## src/rtl/gl_raster_pkg.sv

```systemverilog
// gl_raster_pkg: shared vertex/triangle types and issue-FSM states for gl_raster_sched.
package gl_raster_pkg;
  localparam int VTX_W = 96;
  typedef logic [VTX_W-1:0] vtx_t;
  typedef struct packed {
    vtx_t v1;
    vtx_t v2;
    vtx_t v3;
  } tri_t;
  typedef enum logic [1:0] {IDLE, ISSUE, WAIT} state_e;
endpackage

```

## src/rtl/gl_tri_fifo.sv

```systemverilog
// gl_tri_fifo: synchronous triangle FIFO; full is registered and held high through reset so no push lands before release.
module gl_tri_fifo import gl_raster_pkg::*; #(
  parameter type T = tri_t,
  parameter int DEPTH = 4
) (
  input  logic clk,
  input  logic rst_n,
  input  logic push_i,
  input  logic pop_i,
  input  T     din_i,
  output T     dout_o,
  output logic empty_o,
  output logic full_o
);
  localparam int AW = $clog2(DEPTH);
  T mem [DEPTH];
  logic [AW-1:0] wr_q, rd_q;
  logic [AW:0] cnt_q, cnt_d;
  logic full_q;
  always_comb begin
    cnt_d = cnt_q + (AW+1)'(push_i) - (AW+1)'(pop_i);
    dout_o = mem[rd_q];
    empty_o = cnt_q == '0;
    full_o = full_q;
  end
  always_ff @(posedge clk)
    if (push_i) mem[wr_q] <= din_i;
  always_ff @(posedge clk or negedge rst_n)
    if (!rst_n) begin
      wr_q <= '0;
      rd_q <= '0;
      cnt_q <= '0;
      full_q <= 1'b1;
    end else begin
      wr_q <= wr_q + AW'(push_i);
      rd_q <= rd_q + AW'(pop_i);
      cnt_q <= cnt_d;
      full_q <= cnt_d == (AW+1)'(DEPTH);
    end
endmodule

```

## src/rtl/gl_raster_sched.sv

```systemverilog
// gl_raster_sched: assembles vertices into triangles, buffers them and issues each to the rasterizer.
// GL_TRI_STRIP_EN adds the strip_mode input and triangle-strip assembly.
module gl_raster_sched #(
  parameter int VTX_W = gl_raster_pkg::VTX_W,
  parameter int DEPTH = 4,
  parameter int CNT_W = 16
) (
  input  logic             clk,
  input  logic             rst_n,
  input  logic             vtx_valid,
  input  logic [VTX_W-1:0] vtx_data,
  input  logic             vtx_last,
`ifdef GL_TRI_STRIP_EN
  input  logic             strip_mode,
`endif
  output logic             vtx_ready,
  output logic             rast_start,
  output logic [VTX_W-1:0] rast_v1,
  output logic [VTX_W-1:0] rast_v2,
  output logic [VTX_W-1:0] rast_v3,
  input  logic             rast_done,
  output logic             busy,
  output logic [CNT_W-1:0] tri_count,
  output logic [CNT_W-1:0] drop_count
);
  import gl_raster_pkg::*;
  typedef struct packed {
    logic [VTX_W-1:0] v1;
    logic [VTX_W-1:0] v2;
    logic [VTX_W-1:0] v3;
  } trio_t;
  logic acc, push, pop, drop, empty, full, strip, odd, done_edge;
  logic [1:0] slot_q, slot_d;
  logic [VTX_W-1:0] s0_q, s1_q;
  trio_t din, head, v_q;
  state_e state_q, state_d;
  logic done_q;
  logic [CNT_W-1:0] tri_q, drop_q;
  gl_tri_fifo #(.T(trio_t), .DEPTH(DEPTH)) u_fifo (
    .clk(clk), .rst_n(rst_n), .push_i(push), .pop_i(pop), .din_i(din),
    .dout_o(head), .empty_o(empty), .full_o(full)
  );
`ifdef GL_TRI_STRIP_EN
  logic strip_q, fresh_q, odd_q;
  // The mode is latched on the first vertex of a batch; odd_q tracks winding parity within a strip.
  always_ff @(posedge clk or negedge rst_n)
    if (!rst_n) begin
      strip_q <= 1'b0;
      fresh_q <= 1'b1;
      odd_q <= 1'b0;
    end else if (acc) begin
      fresh_q <= vtx_last;
      strip_q <= fresh_q ? strip_mode : strip_q;
      odd_q <= vtx_last ? 1'b0 : odd_q ^ (push & strip_q);
    end
  assign strip = strip_q;
  assign odd = odd_q;
`else
  assign strip = 1'b0;
  assign odd = 1'b0;
`endif
  always_comb begin
    vtx_ready = !full;
    acc = vtx_valid & vtx_ready;
    push = acc & (slot_q == 2'd2);
    drop = acc & vtx_last & (slot_q != 2'd2);
    slot_d = !acc ? slot_q : vtx_last ? 2'd0 : (slot_q != 2'd2) ? slot_q + 2'd1 : strip ? 2'd2 : 2'd0;
    din = odd ? {s1_q, s0_q, vtx_data} : {s0_q, s1_q, vtx_data};
    pop = (state_q == IDLE) & !empty;
    done_edge = rast_done & !done_q;
    state_d = (state_q == IDLE) ? (empty ? IDLE : ISSUE) : (state_q == ISSUE) ? WAIT : (done_edge ? IDLE : WAIT);
    rast_start = state_q == ISSUE;
    busy = !empty | (state_q != IDLE);
    rast_v1 = v_q.v1;
    rast_v2 = v_q.v2;
    rast_v3 = v_q.v3;
    tri_count = tri_q;
    drop_count = drop_q;
  end
  always_ff @(posedge clk or negedge rst_n)
    if (!rst_n) begin
      slot_q <= '0;
      s0_q <= '0;
      s1_q <= '0;
      state_q <= IDLE;
      done_q <= 1'b0;
      v_q <= '0;
      tri_q <= '0;
      drop_q <= '0;
    end else begin
      slot_q <= slot_d;
      s0_q <= (acc && slot_q == 2'd0) ? vtx_data : (push && strip) ? s1_q : s0_q;
      s1_q <= (acc && slot_q == 2'd1) || (push && strip) ? vtx_data : s1_q;
      state_q <= state_d;
      done_q <= rast_done;
      v_q <= pop ? head : v_q;
      tri_q <= (state_q == WAIT && done_edge) ? tri_q + CNT_W'(1) : tri_q;
      drop_q <= (drop && !(&drop_q)) ? drop_q + CNT_W'(1) : drop_q;
    end
endmodule

```

## config.mk

```make
export PLATFORM = sky130hd
export DESIGN_NAME = gl_raster_sched
export DESIGN_NICKNAME = d
export VERILOG_FILES = /design/src/rtl/gl_raster_pkg.sv /design/src/rtl/gl_tri_fifo.sv /design/src/rtl/gl_raster_sched.sv
export SDC_FILE = /design/constraint.sdc
export NUM_CORES = 2
export LEC_CHECK = 0
export ABC_CLOCK_PERIOD_IN_PS = 21700
export CAP_MARGIN = 20
export CORE_ASPECT_RATIO = 1.1
export CORE_UTILIZATION = 40
export DETAILED_ROUTE_END_ITERATION = 8
export DONT_BUFFER_PORTS = 1
export GPL_TIMING_DRIVEN = 0
export PLACE_DENSITY_LB_ADDON = 0.08
export SETUP_SLACK_MARGIN = 0.3
export SLEW_MARGIN = 20
export SYNTH_ARGS = -nofsm -noshare
export SYNTH_HDL_FRONTEND = slang
export SYNTH_HIERARCHICAL = 1
export SYNTH_SLANG_ARGS = --single-unit
export TNS_END_PERCENT = 5
```

## constraint.sdc

```tcl
create_clock -name clk -period 21.7 [get_ports clk]
set_clock_uncertainty 0.05 [all_clocks]
set_input_delay 4.34 -clock clk [delete_from_list [all_inputs] [get_ports clk]]
set_output_delay 4.34 -clock clk [all_outputs]
set_load 0.02 [all_outputs]
```

==> impl_metrics.env <==
export IMPL_outcome="completed"
export IMPL_die_x_um=375.8
export IMPL_drv_cap=0
export IMPL_seq_area_mm2=0.04773
export IMPL_postCtsSetupBuffers=0
export IMPL_reg2reg_slack_ns=18.02
export IMPL_regToRegStartpoint="u_fifo/cnt_q[1]$_DFF_PN0_"
export IMPL_grt_start_max_net_pins=526
export IMPL_synthTopCellsByArea="edfxtp_1 (56%), dfrtp_1 (21%), mux4_2 (11%)"
export IMPL_num_rows=150
export IMPL_syn_area_per_cell_um2=22.80
export IMPL_clk_pin_slew_ns=0.06
export IMPL_synth_seq_cells=1677
export IMPL_die_area_mm2=0.1552
export IMPL_drt_iter0_markers=1524
export IMPL_grt_pass1_wl_mm=208.6
export IMPL_yosysSeqAreaShare_pct=77.66
export IMPL_cts_tree="built"
export IMPL_synth_warnings=6
export IMPL_synth_area_mm2=0.06147
export IMPL_hold_viol=0
export IMPL_syn2layout_area_growth_pct=16.28
export IMPL_postCtsHoldBufs=0
export IMPL_drv_slew=0
export IMPL_firstDrtPassIters=5
export IMPL_clk_latency_ns=0.81
export IMPL_synth_top_area_share_pct=56.28
export IMPL_synth_edf_count=1152
export IMPL_worstSetupStartpointType="primary input"
export IMPL_place_gp_congestion=0.7180
export IMPL_avgViaCountPerCell=5.185
export IMPL_wl_met3_mm=11.83
export IMPL_clk_path_buf_depth=3
export IMPL_fmax_ghz=0.1547
export IMPL_grt_pass1_vias=29122
export IMPL_wl_mm=143.5
export IMPL_antenna_found_initial=5
export IMPL_syn_num_nets=2804
export IMPL_ant_nets=0
export IMPL_htreeDepth=4
export IMPL_cts_resized=0
export IMPL_start_util_pct=40.38
export IMPL_wl_per_cell_um=27.87
export IMPL_worstPathArrival_ns=6.91
export IMPL_root_buffer="clkbuf_16"
export IMPL_vdd_drop_max_uv=74.18
export IMPL_hpwl_mm=91.74
export IMPL_finalSetupViolations=0
export IMPL_wl_met1_mm=56.74
export IMPL_slew_headroom_pct=34.07
export IMPL_track_usage_pct=18.83
export IMPL_cp_startpoint="vtx_valid"
export IMPL_fp_coreArea_mm2=0.1522
export IMPL_power_density_mw_per_mm2=145.6
export IMPL_cp_required_ns=22.15
export IMPL_nNetsFinal=3053
export IMPL_io_pins=424
export IMPL_max_slew_worst_pin_slew_ns=0.9890
export IMPL_cts_sink_count=1677
export IMPL_met2_length_mm=71.86
export IMPL_overflow=0
export IMPL_netlist_cell_type_count=45
export IMPL_io_buffers=0
export IMPL_syn_instance_count=2696
export IMPL_cp_max_fo=11
export IMPL_endpoint_kind="flip-flop"
export IMPL_synth_ff_type="edfxtp_1"
export IMPL_rsz0062_at_grt="no"
export IMPL_crit_type="in2reg"
export IMPL_period_share_pct=29.78
export IMPL_multiInputGateArea_mm2=0.01290
export IMPL_drc=0
export IMPL_min_from="s1_q[9]$_DFFE_PN0P_"
export IMPL_async_reset_ff_share_pct=31.31
export IMPL_power_mw=10.41
export IMPL_fill_cells=12467
export IMPL_cts_buffers=174
export IMPL_fin_crit_ns=6.463
export IMPL_yosys_area_top_type="edfxtp_1"
export IMPL_pre_cts_ws_ns=14.33
export IMPL_vias=26704
export IMPL_power_leakage_nw=24.85
export IMPL_setup_tns_ns=0
export IMPL_die_h_um=413.1
export IMPL_top_layer="met4"
export IMPL_layout_drive_gt1_share_pct=38.47
export IMPL_setup_ws_ns=15.24
export IMPL_hold_class="reg2reg"
==> report_power, final <==
group	switching, mW	internal, mW	leakage (nW)
sequential	0.940	4.22	16.6
combinational	1.01	1.17	5.30
clock	1.24	1.83	2.94
total	3.19	7.22	24.8
==> metal layers <==
layer  vias to the layer above  GRT usage [%]
li1                      11394              -
met5                         -              0
met3                       177          6.857
met1                     14505          23.03
met4                         0          5.538
met2                       628          31.23
==> registers in the layout (all words and copies together) (netlist names) <==
signal and flops:
s1_q 96, rast_v2 96, state_q 2, u_fifo/mem 1152
u_fifo/wr_q 2, rast_v1 96, tri_count 16, u_fifo/full_o 1
s0_q 96, slot_q 2, u_fifo/cnt_q 3, u_fifo/rd_q 2
done_q 1, rast_v3 96, drop_count 16
==> cell usage after synthesis (3+ instances only) <==
library cell,count
buf_6,27
nand4_1,8
buf_4,31
mux4_2,288
inv_1,5
clkbuf_1,9
mux2_2,428
nor2_1,4
nor3b_1,4
and4_1,5
buf_2,54
nand3_1,5
xor2_1,20
nand2b_1,3
edfxtp_1,1152
nor3_1,9
nor4_1,3
mux2_1,57
ha_1,6
dfrtp_1,524
nand2_1,13
xnor2_1,13
and3_1,3
==> worst max-delay path: stages <==
cell,delay [ns]
nand2_2,0.10
nor2_1,0.37
nor3b_4,0.52
buf_6,0.22
buf_8,0.16
buf_8,0.17
buf_6,0.20
buf_6,0.20
buf_8,0.18
buf_6,0.21
buf_6,0.20
==> final cells by class <==
cell class | instances | area share, %
Antenna cell | 2 | 0.007003
Buffer | 121 | 1.180
Clock buffer | 243 | 6.966
Clock inverter | 84 | 1.404
Inverter | 6 | 0.03151
Multi-Input combinational cell | 892 | 18.05
Sequential cell | 1677 | 66.79
Tap cell | 2052 | 3.592
Timing Repair Buffer | 73 | 1.978
==> cells in the final DEF (no fill, tap or decap), drive strengths merged, types with 13 or more instances in the layout <==
cell,instances
dfrtp,524
inv,15
nand2,14
edfxtp,1152
mux4,288
mux2,485
xnor2,13
bufinv,19
clkbuf,252
clkinv,54
buf,185
xor2,20
==> path summary, 6_finish.rpt <==
kind / end / depth (start not counted)
worst min register to register: u_fifo/mem[0][105]$_DFFE_PP_ / 0
worst min-delay path: u_fifo/mem[0][105]$_DFFE_PP_ / 0
max in group asynchronous: rast_v3[93]$_DFFE_PN0P_ / 3
min in group asynchronous: rast_v1[43]$_DFFE_PN0P_ / 0
worst max register to register: u_fifo/full_o$_DFF_PN1_ / 11
worst max-delay path: u_fifo/mem[0][66]$_DFFE_PP_ / 11
==> kinds of logic (layout without fill, tap and decap cells) <==
kind of cell | count (synthesis) | in the layout | synth area share, %
buf+inv | 127 | 527 | 1.405
xor+xnor | 33 | 33 | 0.4702
simple gates | 77 | 77 | 0.8509
other cells | 0 | 2 | 0
fa+ha+maj | 7 | 7 | 0.1547
flops | 1677 | 1677 | 77.66
mux | 773 | 773 | 19.44
compound gates | 2 | 2 | 0.02444
==> metrics by stage <==
| stage | cell area, um^2 | hold WS [ns] | utilization, % | instances |
|---|---|---|---|---|
| final | 71470 | 0.4431 | 46.96 | 5150 |
| after global routing | 71460 | 0.4746 | 46.95 | 5148 |
| after CTS | 71350 | 0.4466 | 46.88 | 5144 |
| after detailed placement | 65370 | 0.4449 | 42.95 | 4817 |
| after global placement | 64040 | 0.4264 | 42.07 | 4748 |
| after floorplan | 61470 | 0.4193 | - | 2696 |
Power figures use the tool's default switching activity.
